$ cat config.mk
export PLATFORM = sky130hd
export DESIGN_NAME = sa_sequencer
export DESIGN_NICKNAME = d
export VERILOG_FILES = /design/src/rtl/sa_sequencer.sv
export SDC_FILE = /design/constraint.sdc
export NUM_CORES = 1
export LEC_CHECK = 0
export CORE_ASPECT_RATIO = 0.6
export CORE_MARGIN = 8
export CORE_UTILIZATION = 60
export CTS_CLUSTER_SIZE = 28
export DETAILED_ROUTE_END_ITERATION = 8
export GPL_TIMING_DRIVEN = 0
export PLACE_DENSITY = 0.83
export SLEW_MARGIN = 10
export SYNTH_ARGS = -nofsm -noshare
export SYNTH_HDL_FRONTEND = slang
export SYNTH_SLANG_ARGS = --single-unit
$ cat constraint.sdc
create_clock -name clk -period 9 [get_ports clk]
set_input_delay 1.35 -clock clk [delete_from_list [all_inputs] [get_ports clk]]
set_output_delay 1.35 -clock clk [all_outputs]
set_load 0.1 [all_outputs]
$ cat src/rtl/sa_sequencer.sv
// Tile sequencer for a ROWS x COLS systolic array: weight preload, skewed fmap
// streaming, partial-sum drain and a completion pulse. All outputs are flops.
module sa_sequencer #(
  parameter int unsigned ROWS = 4,
  parameter int unsigned COLS = 4,
  parameter int unsigned KW   = 8
) (
  input  logic            clk,
  input  logic            rst_n,
  input  logic            start_i,
  input  logic            abort_i,
  input  logic [KW-1:0]   k_len_i,
  output logic            busy_o,
  output logic            done_o,
  output logic            pe_en_o,
  output logic            str_en_o,
  output logic            mul_en_o,
  output logic            w_rd_o,
  output logic [ROWS-1:0] fmap_rd_o,
  output logic            acc_vld_o,
  output logic [2:0]      state_o
);

  localparam int unsigned MAX_RC  = (ROWS > COLS) ? ROWS : COLS;
  localparam int unsigned MAX_ALL = ((2**KW + ROWS) > MAX_RC) ? (2**KW + ROWS) : MAX_RC;
  localparam int unsigned CW      = $clog2(MAX_ALL + 1);
  // Wide enough for s + k_reg and ROWS+COLS-1 without wrap.
  localparam int unsigned SW      = $clog2(2**KW + ROWS + COLS + 1) + 1;

  typedef enum logic [2:0] {
    S_IDLE   = 3'd0,
    S_LOAD_W = 3'd1,
    S_STREAM = 3'd2,
    S_DRAIN  = 3'd3,
    S_DONE   = 3'd4
  } state_e;

  state_e          state_q, state_d;
  logic [CW-1:0]   cnt_q, cnt_d;
  logic [KW-1:0]   k_q, k_d;
  logic            busy_q, busy_d;
  logic            done_q, done_d;
  logic            pe_en_q, pe_en_d;
  logic            str_en_q, str_en_d;
  logic            mul_en_q, mul_en_d;
  logic            w_rd_q, w_rd_d;
  logic [ROWS-1:0] fmap_q, fmap_d;
  logic            acc_q, acc_d;
  logic [SW-1:0]   s_nxt, k_nxt;

  always_ff @(posedge clk or negedge rst_n) begin
    if (!rst_n) begin
      state_q  <= S_IDLE;
      cnt_q    <= '0;
      k_q      <= '0;
      busy_q   <= 1'b0;
      done_q   <= 1'b0;
      pe_en_q  <= 1'b0;
      str_en_q <= 1'b0;
      mul_en_q <= 1'b0;
      w_rd_q   <= 1'b0;
      fmap_q   <= '0;
      acc_q    <= 1'b0;
    end else begin
      state_q  <= state_d;
      cnt_q    <= cnt_d;
      k_q      <= k_d;
      busy_q   <= busy_d;
      done_q   <= done_d;
      pe_en_q  <= pe_en_d;
      str_en_q <= str_en_d;
      mul_en_q <= mul_en_d;
      w_rd_q   <= w_rd_d;
      fmap_q   <= fmap_d;
      acc_q    <= acc_d;
    end
  end

  // Next state and counter, then outputs decoded from the upcoming state so
  // each registered output describes the cycle it is visible in.
  always_comb begin
    state_d  = state_q;
    cnt_d    = cnt_q + CW'(1);
    k_d      = k_q;
    busy_d   = 1'b0;
    done_d   = 1'b0;
    pe_en_d  = 1'b0;
    str_en_d = 1'b0;
    mul_en_d = 1'b0;
    w_rd_d   = 1'b0;
    fmap_d   = '0;
    acc_d    = 1'b0;

    unique case (state_q)
      S_IDLE: begin
        cnt_d = '0;
        if (start_i && (k_len_i != '0)) begin
          state_d = S_LOAD_W;
          k_d     = k_len_i;
        end
      end
      S_LOAD_W: begin
        if (cnt_q == CW'(ROWS - 1)) begin
          state_d = S_STREAM;
          cnt_d   = '0;
        end
      end
      S_STREAM: begin
        if (SW'(cnt_q) + SW'(1) == SW'(k_q) + SW'(ROWS - 1)) begin
          state_d = S_DRAIN;
          cnt_d   = '0;
        end
      end
      S_DRAIN: begin
        if (cnt_q == CW'(COLS - 1)) begin
          state_d = S_DONE;
          cnt_d   = '0;
        end
      end
      S_DONE: begin
        state_d = S_IDLE;
        cnt_d   = '0;
      end
      default: begin
        state_d = S_IDLE;
        cnt_d   = '0;
      end
    endcase

    if (abort_i && (state_q != S_IDLE)) begin
      state_d = S_IDLE;
      cnt_d   = '0;
    end

    s_nxt = SW'(cnt_d);
    k_nxt = SW'(k_d);

    busy_d   = (state_d != S_IDLE);
    done_d   = (state_d == S_DONE);
    w_rd_d   = (state_d == S_LOAD_W);
    str_en_d = (state_d == S_LOAD_W) && (cnt_d == CW'(ROWS - 1));
    pe_en_d  = (state_d == S_LOAD_W) || (state_d == S_STREAM) || (state_d == S_DRAIN);
    mul_en_d = (state_d == S_STREAM) || (state_d == S_DRAIN);

    for (int r = 0; r < int'(ROWS); r++) begin
      fmap_d[r] = (state_d == S_STREAM) && (s_nxt >= SW'(r)) && (s_nxt < SW'(r) + k_nxt);
    end

    // In DRAIN the stream index is k_reg+ROWS-1+cnt, so the window test folds to cnt+k >= COLS.
    if (state_d == S_STREAM) begin
      acc_d = (s_nxt >= SW'(ROWS + COLS - 1));
    end else if (state_d == S_DRAIN) begin
      acc_d = (s_nxt + k_nxt >= SW'(COLS));
    end
  end

  assign busy_o    = busy_q;
  assign done_o    = done_q;
  assign pe_en_o   = pe_en_q;
  assign str_en_o  = str_en_q;
  assign mul_en_o  = mul_en_q;
  assign w_rd_o    = w_rd_q;
  assign fmap_rd_o = fmap_q;
  assign acc_vld_o = acc_q;
  assign state_o   = state_q;

endmodule

==> results.md, run 1 <==
* Pre-antenna DRT Iters at 5
* Status: finished, final reports clean
* CTS max path bufs at 2
* Post-route DRC at 0
* Die Span Y at 68.19 um
* Layout Skew at 9.500 ps
* Synth top area share at between 20% and 30%
* FMAX at 180.4 MHz
* Post-DRT Antenna Nets at 0
* # IOs at 26
* Routed wl met2 at ~3.0 mm
* # setup viols final at 0
* Synth-to-Final Area Change at 16.22%
* Power Dens Cells at 179.2 mW/mm^2
* Layout cells sized above 1 at 5.215%
* IR drop worst, VDD at around 0.00010 V
* Count of different cell masters after synthesis at 51
* Largest family of logic cells by synthesized area: adder cells
* Final wirelength at 7.222 mm
* Wl on met1 at 3.586 mm
* Total gr overflow at 0
* Post-synthesis cell count at roughly 290
* WHS at slightly below 600 ps
* Worst Hold Class: reg2reg
* GP Congestion at 0.9490
* Post-synthesis xor/xnor area fraction at 13.32%
* Dominant synthesized flop cell: dfrtp_1
* Slew Viols, Final at 0
* Warnings, synthesis at 0
* Crit path max fanout at 10
* Synth Area in Simple Gates at 18.65%
* Post-Syn Nets at between 300 and 400
* Antenna violations before repair at 0
* Max Cap Viol at 0
* Number of synthesized flops with an enable pin at 0
* Period minus WS final at between 5000 and 6000 ps
* Post-synthesis sequential area ratio at 28.48%
* Vias at 2258
* Post-synthesis mux area share at 2.986%
* Synth Area in Adders at 21.86%
* Die Span X at slightly above 100 um
* Cell taking the most area after synthesis: dfrtp_1
* Sink Count at 31
* Yosys reg bits at 31
* Crit path DAT at roughly 5800 ps
* Ant. Diodes at 0
* CP Capture Type: register
* Wire per inst at between 15 and 20 um
* Clock-pin slew on the worst setup and hold paths at 60 ps
* Final net count at 384
* Post-cts resize count at 0
* Vias in the first global route at 2221
* RSZ-0062 raised after global routing: false
* Initial Util at about three fifths
* Hold buffers post-CTS at 0
* Asr flop ratio synth at 100.0%
* Mapped Area at 0.002724 sq mm
* Core Area at ~0.0045 sq mm
* CTS tree: done
* Total track usage at between 20% and 30%
* Metal3 WL at just under 600 um
* Final period util at 61.60%
* WP data required at 9220 ps
* Post-Layout Inst Area at ~0.0032 sq mm
* Port bufs at 25
* Most common cell after layout, fill and taps aside: ha_1
* Depth of the CTS H-tree at 2
* Clk root buf: clkbuf_8
* Final Hold Fails at 0
* Compound-Gate Fraction of Synth Area at a little under an eighth
* Pin count of the biggest net entering global routing at 32
* Worst-Skew Late Latency at 290 ps
* DP HPWL at 5.740 mm
* Startpoint types: primary input
* WS Path Type: in2reg
* Leak at around 0.0015 uW
* Number of vias per cell at ~5.8
* Die Area at approximately 0.007 sq mm
* Syn Area/Cell at 9.296 sq um
* Top layer in use: met4
* Sum Neg Setup Slack at 0 ps
* Most frequent cells in the layout: ha_1 (46), nor2_1 (33), dfrtp_1 (31), xnor2_1 (26), clkdlybuf4s50_1 (24)
* Slew headroom at about a third
* Utilization after layout at 70.83%
* Rows at 19
* Cell Area, Placed at 0.003048 sq mm
* Num CTS Buffers at 5
* # Post-CTS Setup Buffers at 0
* Initial drt markers at roughly 170
* Largest cells by area after synthesis: dfrtp_1 (28%), ha_1 (21%), xnor2_1 (8.4%)
* Global-route wire length before repair at ~12 mm
* Worst Tran Pin Value at 982.0 ps
metrics by stage:
| stage | setup WS [ps] | instances | power (uW) |
|---|---|---|---|
| after floorplan | 4584 | 293 | 353.7 |
| after global placement | 3368 | 381 | 411.0 |
| after detailed placement | 3293 | 381 | 420.2 |
| after CTS | 3539 | 389 | 564.2 |
| after global routing | 3304 | 389 | 601.7 |
| final | 3456 | 389 | 567.3 |
where the power goes:
group          internal (uW)  switching [uW]  leakage [uW]
combinational           98.5             158       0.00104
clock                   89.5            53.5     0.0000612
sequential               152            15.2      0.000407
total                    340             227       0.00151
logic make-up after synthesis:
logic type / Yosys count
and+or+nand+nor: 98
muxes: 8
xor gates and xnor gates: 39
buffers and inverters: 23
DFF: 31
adders and majority gates: 47
AOI/OAI and AO/OA: 47
synth_stat cells, types with 3 or more instances:
| cell type | n |
|---|---|
| o21ai_0 | 8 |
| o21a_1 | 11 |
| mux2i_1 | 7 |
| or3_1 | 4 |
| and3_1 | 4 |
| nor4_1 | 4 |
| nor2_1 | 33 |
| dfrtp_1 | 31 |
| inv_1 | 20 |
| nand2b_1 | 3 |
| nand4_1 | 3 |
| a21oi_1 | 11 |
| xnor2_1 | 26 |
| nor2b_1 | 5 |
| xor2_1 | 11 |
| nor3_1 | 4 |
| ha_1 | 46 |
| nand3_1 | 7 |
| a21o_1 | 4 |
| nand2_1 | 17 |
worst paths after layout:
check                      slack (ps)  cells past startpoint      endpoint       start
min in group asynchronous        1110                      1      cnt_q[1]       rst_n
max in group asynchronous        7430                      1      cnt_q[5]       rst_n
max                              3460                     16  fmap_rd_o[3]     start_i
max reg2reg                      3800                     19  fmap_rd_o[0]    cnt_q[0]
min                               580                      1        w_rd_o  state_o[2]
min reg2reg                       580                      1        w_rd_o  state_o[2]
final cells by class:
type                            count  area (sq um)
Clock inverter                      2         35.03
Multi-Input combinational cell    239          1857
Buffer                              2         12.51
Sequential cell                    31         775.7
Inverter                           21         78.83
Tap cell                           63         78.83
Clock buffer                        6         82.58
Timing Repair Buffer               25         245.2
Fill cell                         365          1304
state kept, by name, summed over array words and instances (netlist names):
register   count
cnt_q          9
k_q            8
fmap_rd_o      4
state_o        3
acc_vld_o      1
busy_o         1
done_o         1
mul_en_o       1
pe_en_o        1
str_en_o       1
w_rd_o         1
critical path, stage by stage:
cell	delay (ps)
clkdlybuf4s50_1	460
or4b_1	460
a21oi_1	300
buf_4	270
mux2i_1	570
inv_1	230
ha_1	330
a21oi_1	360
xnor2_1	170
ha_1	250
o21a_1	110
o21a_1	170
o21ai_0	290
a21oi_1	110
o21ai_0	160
and3_1	170
routing by layer:
| metal | track usage (%) | up-vias |
|---|---|---|
| li1 | - | 1086 |
| met1 | 32.13 | 1061 |
| met2 | 33.76 | 102 |
| met3 | 4.772 | 9 |
| met4 | 6.261 | 0 |
| met5 | 0 | - |
Power figures use the tool's default switching activity.
==> inputs of run 2 (changes only) <==
Settings changed: CORE_UTILIZATION 60 to 58, PLACE_DENSITY 0.83 to 0.81.
Clock period 9 ns to 5.5 ns, I/O delays scaled along.
==> run 2 against run 1 <==
  * Total power rose by 55%
  * Setup slack lost 3300 ps
  * Critical path depth increased by 3
  * Via count rose by 3.5%
  * Sequential share of layout area grew 0.22 points
  * Register-to-register slack worse by 3600 ps
  * Critical endpoint is now fmap_rd_o[0]
  * Highest routed layer unchanged
==> results.md, run 2 (synthesized netlist as in run 1, its figures left out) <==
* Max Cap Viol at 0
* Initial Util at 59.99%
* Final period util at slightly below 100%
* Vias in the first global route at 2260
* Vias at 2336
* Crit path max fanout at 10
* Num CTS Buffers at 5
* Layout Skew at approximately 3.3 ps
* Total track usage at between 20% and 30%
* Final net count at 384
* Status: finished, final reports clean
* Crit path DAT at 5530 ps
* Startpoint types: register
* Sink Count at 31
* Post-route DRC at 0
* Sum Neg Setup Slack at 0 ps
* Initial drt markers at between 200 and 250
* Synth-to-Final Area Change at 15.16%
* DP HPWL at between 5 and 6 mm
* CTS tree: done
* Pre-antenna DRT Iters at 5
* Layout cells sized above 1 at 5.215%
* Slew headroom at between 30% and 40%
* CP Capture Type: register
* Port bufs at 25
* Clock-pin slew on the worst setup and hold paths at 70 ps
* P_int at just under 500 uW
* Global-route wire length before repair at between 10 and 15 mm
* GP Congestion at between 0.9 and 1
* WHS at around 580 ps
* Die Area at 0.007217 sq mm
* Total gr overflow at 0
* Reg2reg setup slack at a little over 200 ps
* Most common cell after layout, fill and taps aside: ha_1
* Utilization after layout at 69.08%
* Seq pwr share at between 30% and 40%
* WP data required at 5730 ps
* Wire per inst at between 15 and 20 um
* Core Area at 0.004541 sq mm
* Period minus WS final at 5297 ps
* Most frequent cells in the layout: ha_1 (46), nor2_1 (33), dfrtp_1 (31), xnor2_1 (26), clkdlybuf4s50_1 (24)
* # IOs at 26
* Depth of the CTS H-tree at 2
* Reg-to-reg startpoint: cnt_q[0]
* Largest register by flop count: cnt_q
* Power Dens Cells at 280.2 mW/mm^2
* CTS max path bufs at 2
* FMAX at ~190 MHz
* Die Span Y at 69.09 um
* Final Hold Fails at 0
* R2R cell count at 19
* Final wirelength at between 7 and 8 mm
* Worst R2R End: fmap_rd_o[0]
* IR drop worst, VDD at between 0.00015 and 0.0002 V
* Die Span X at 104.5 um
* Worst Tran Pin Value at 978.6 ps
* Switching part of the total at approximately 44%
* RSZ-0062 raised after global routing: false
* Antenna violations before repair at 0
* Worst Hold Class: in2async
* Pin count of the biggest net entering global routing at 32
* Switching Power at around 380 uW
* Comb pwr share at 47.5%
* Leak at approximately 0.0015 uW
* # setup viols final at 0
* Slew Viols, Final at 0
* Rows at 19
* WS Path Type: reg2reg
* Hold buffers post-CTS at 0
* # Post-CTS Setup Buffers at 0
* Largest register FFs at 9
* Ant. Diodes at 0
* Number of vias per cell at 6.005
* Post-cts resize count at 0
* Clk root buf: clkbuf_8
* Post-DRT Antenna Nets at 0
* Worst-Skew Late Latency at approximately 300 ps
* Fill cells at about 380
* Clock network power share at a little over a fifth
-- run 2: per-stage QoR --
step | cell area, sq um | total power (uW) | cells | setup slack [ps]
2_1_floorplan | 2724 | 578.9 | 293 | 1409
4_1_cts | 3137 | 871.1 | 389 | 315.2
6_report | 3137 | 879.0 | 389 | 202.7
3_3_place_gp | 3053 | 670.2 | 381 | 385.5
3_5_place_dp | 3048 | 685.4 | 381 | 318.5
5_1_grt | 3137 | 928.9 | 389 | 9.839
-- run 2: cell type report --
type / count / area [sq um] / share of cell area [%]
clock inverters: 3 / 20.02 / 0.6382
well taps: 63 / 78.83 / 2.513
clock buffers: 5 / 68.82 / 2.194
flip-flops and latches: 31 / 775.7 / 24.73
inverters: 21 / 78.83 / 2.513
plain buffers: 2 / 12.51 / 0.3989
repair buffers: 25 / 245.2 / 7.818
multi-input cells: 239 / 1857 / 59.19
-- run 2: per-layer routing --
metal / vias up / track usage [%] / wire length, um
li1: 1093 / - / -
met3: 12 / 4.917 / 803
met1: 1090 / 27.91 / 3236
met2: 141 / 29.13 / 3033
met5: - / 0 / 0
met4: 0 / 6.858 / 99
-- run 2: how the worst max path moves through the flow --
stage               startpoint           end  cells after the start
floorplan             cnt_q[0]  fmap_rd_o[0]                     19
global placement       start_i  fmap_rd_o[3]                     17
detailed placement     start_i  fmap_rd_o[3]                     16
CTS                   cnt_q[0]  fmap_rd_o[0]                     19
global route          cnt_q[0]  fmap_rd_o[0]                     19
finish                cnt_q[0]  fmap_rd_o[0]                     19
-- run 2: worst max-delay path, stage by stage, from the launching register on --
cell      delay (ps)
dfrtp_1          510
ha_1             300
nand3_1          150
nor2b_1           70
xnor2_1          560
or3_1            210
o221ai_1         130
a311o_1          430
or2_1            210
buf_2            190
nor2_1           610
ha_1             400
nor2b_1          140
o21a_1           170
o21a_1           170
o21a_1           180
o21a_1           180
o21a_1           160
o21ai_0          210
o2111a_1         240
-- run 2: power groups by stage --
stage | registers [uW] | logic, uW | clock network (uW)
floorplan | 310 | 268 | 0
global placement | 276 | 394 | 0
detailed placement | 276 | 409 | 0
CTS | 273 | 412 | 187
global route | 276 | 457 | 196
finish | 274 | 417 | 188
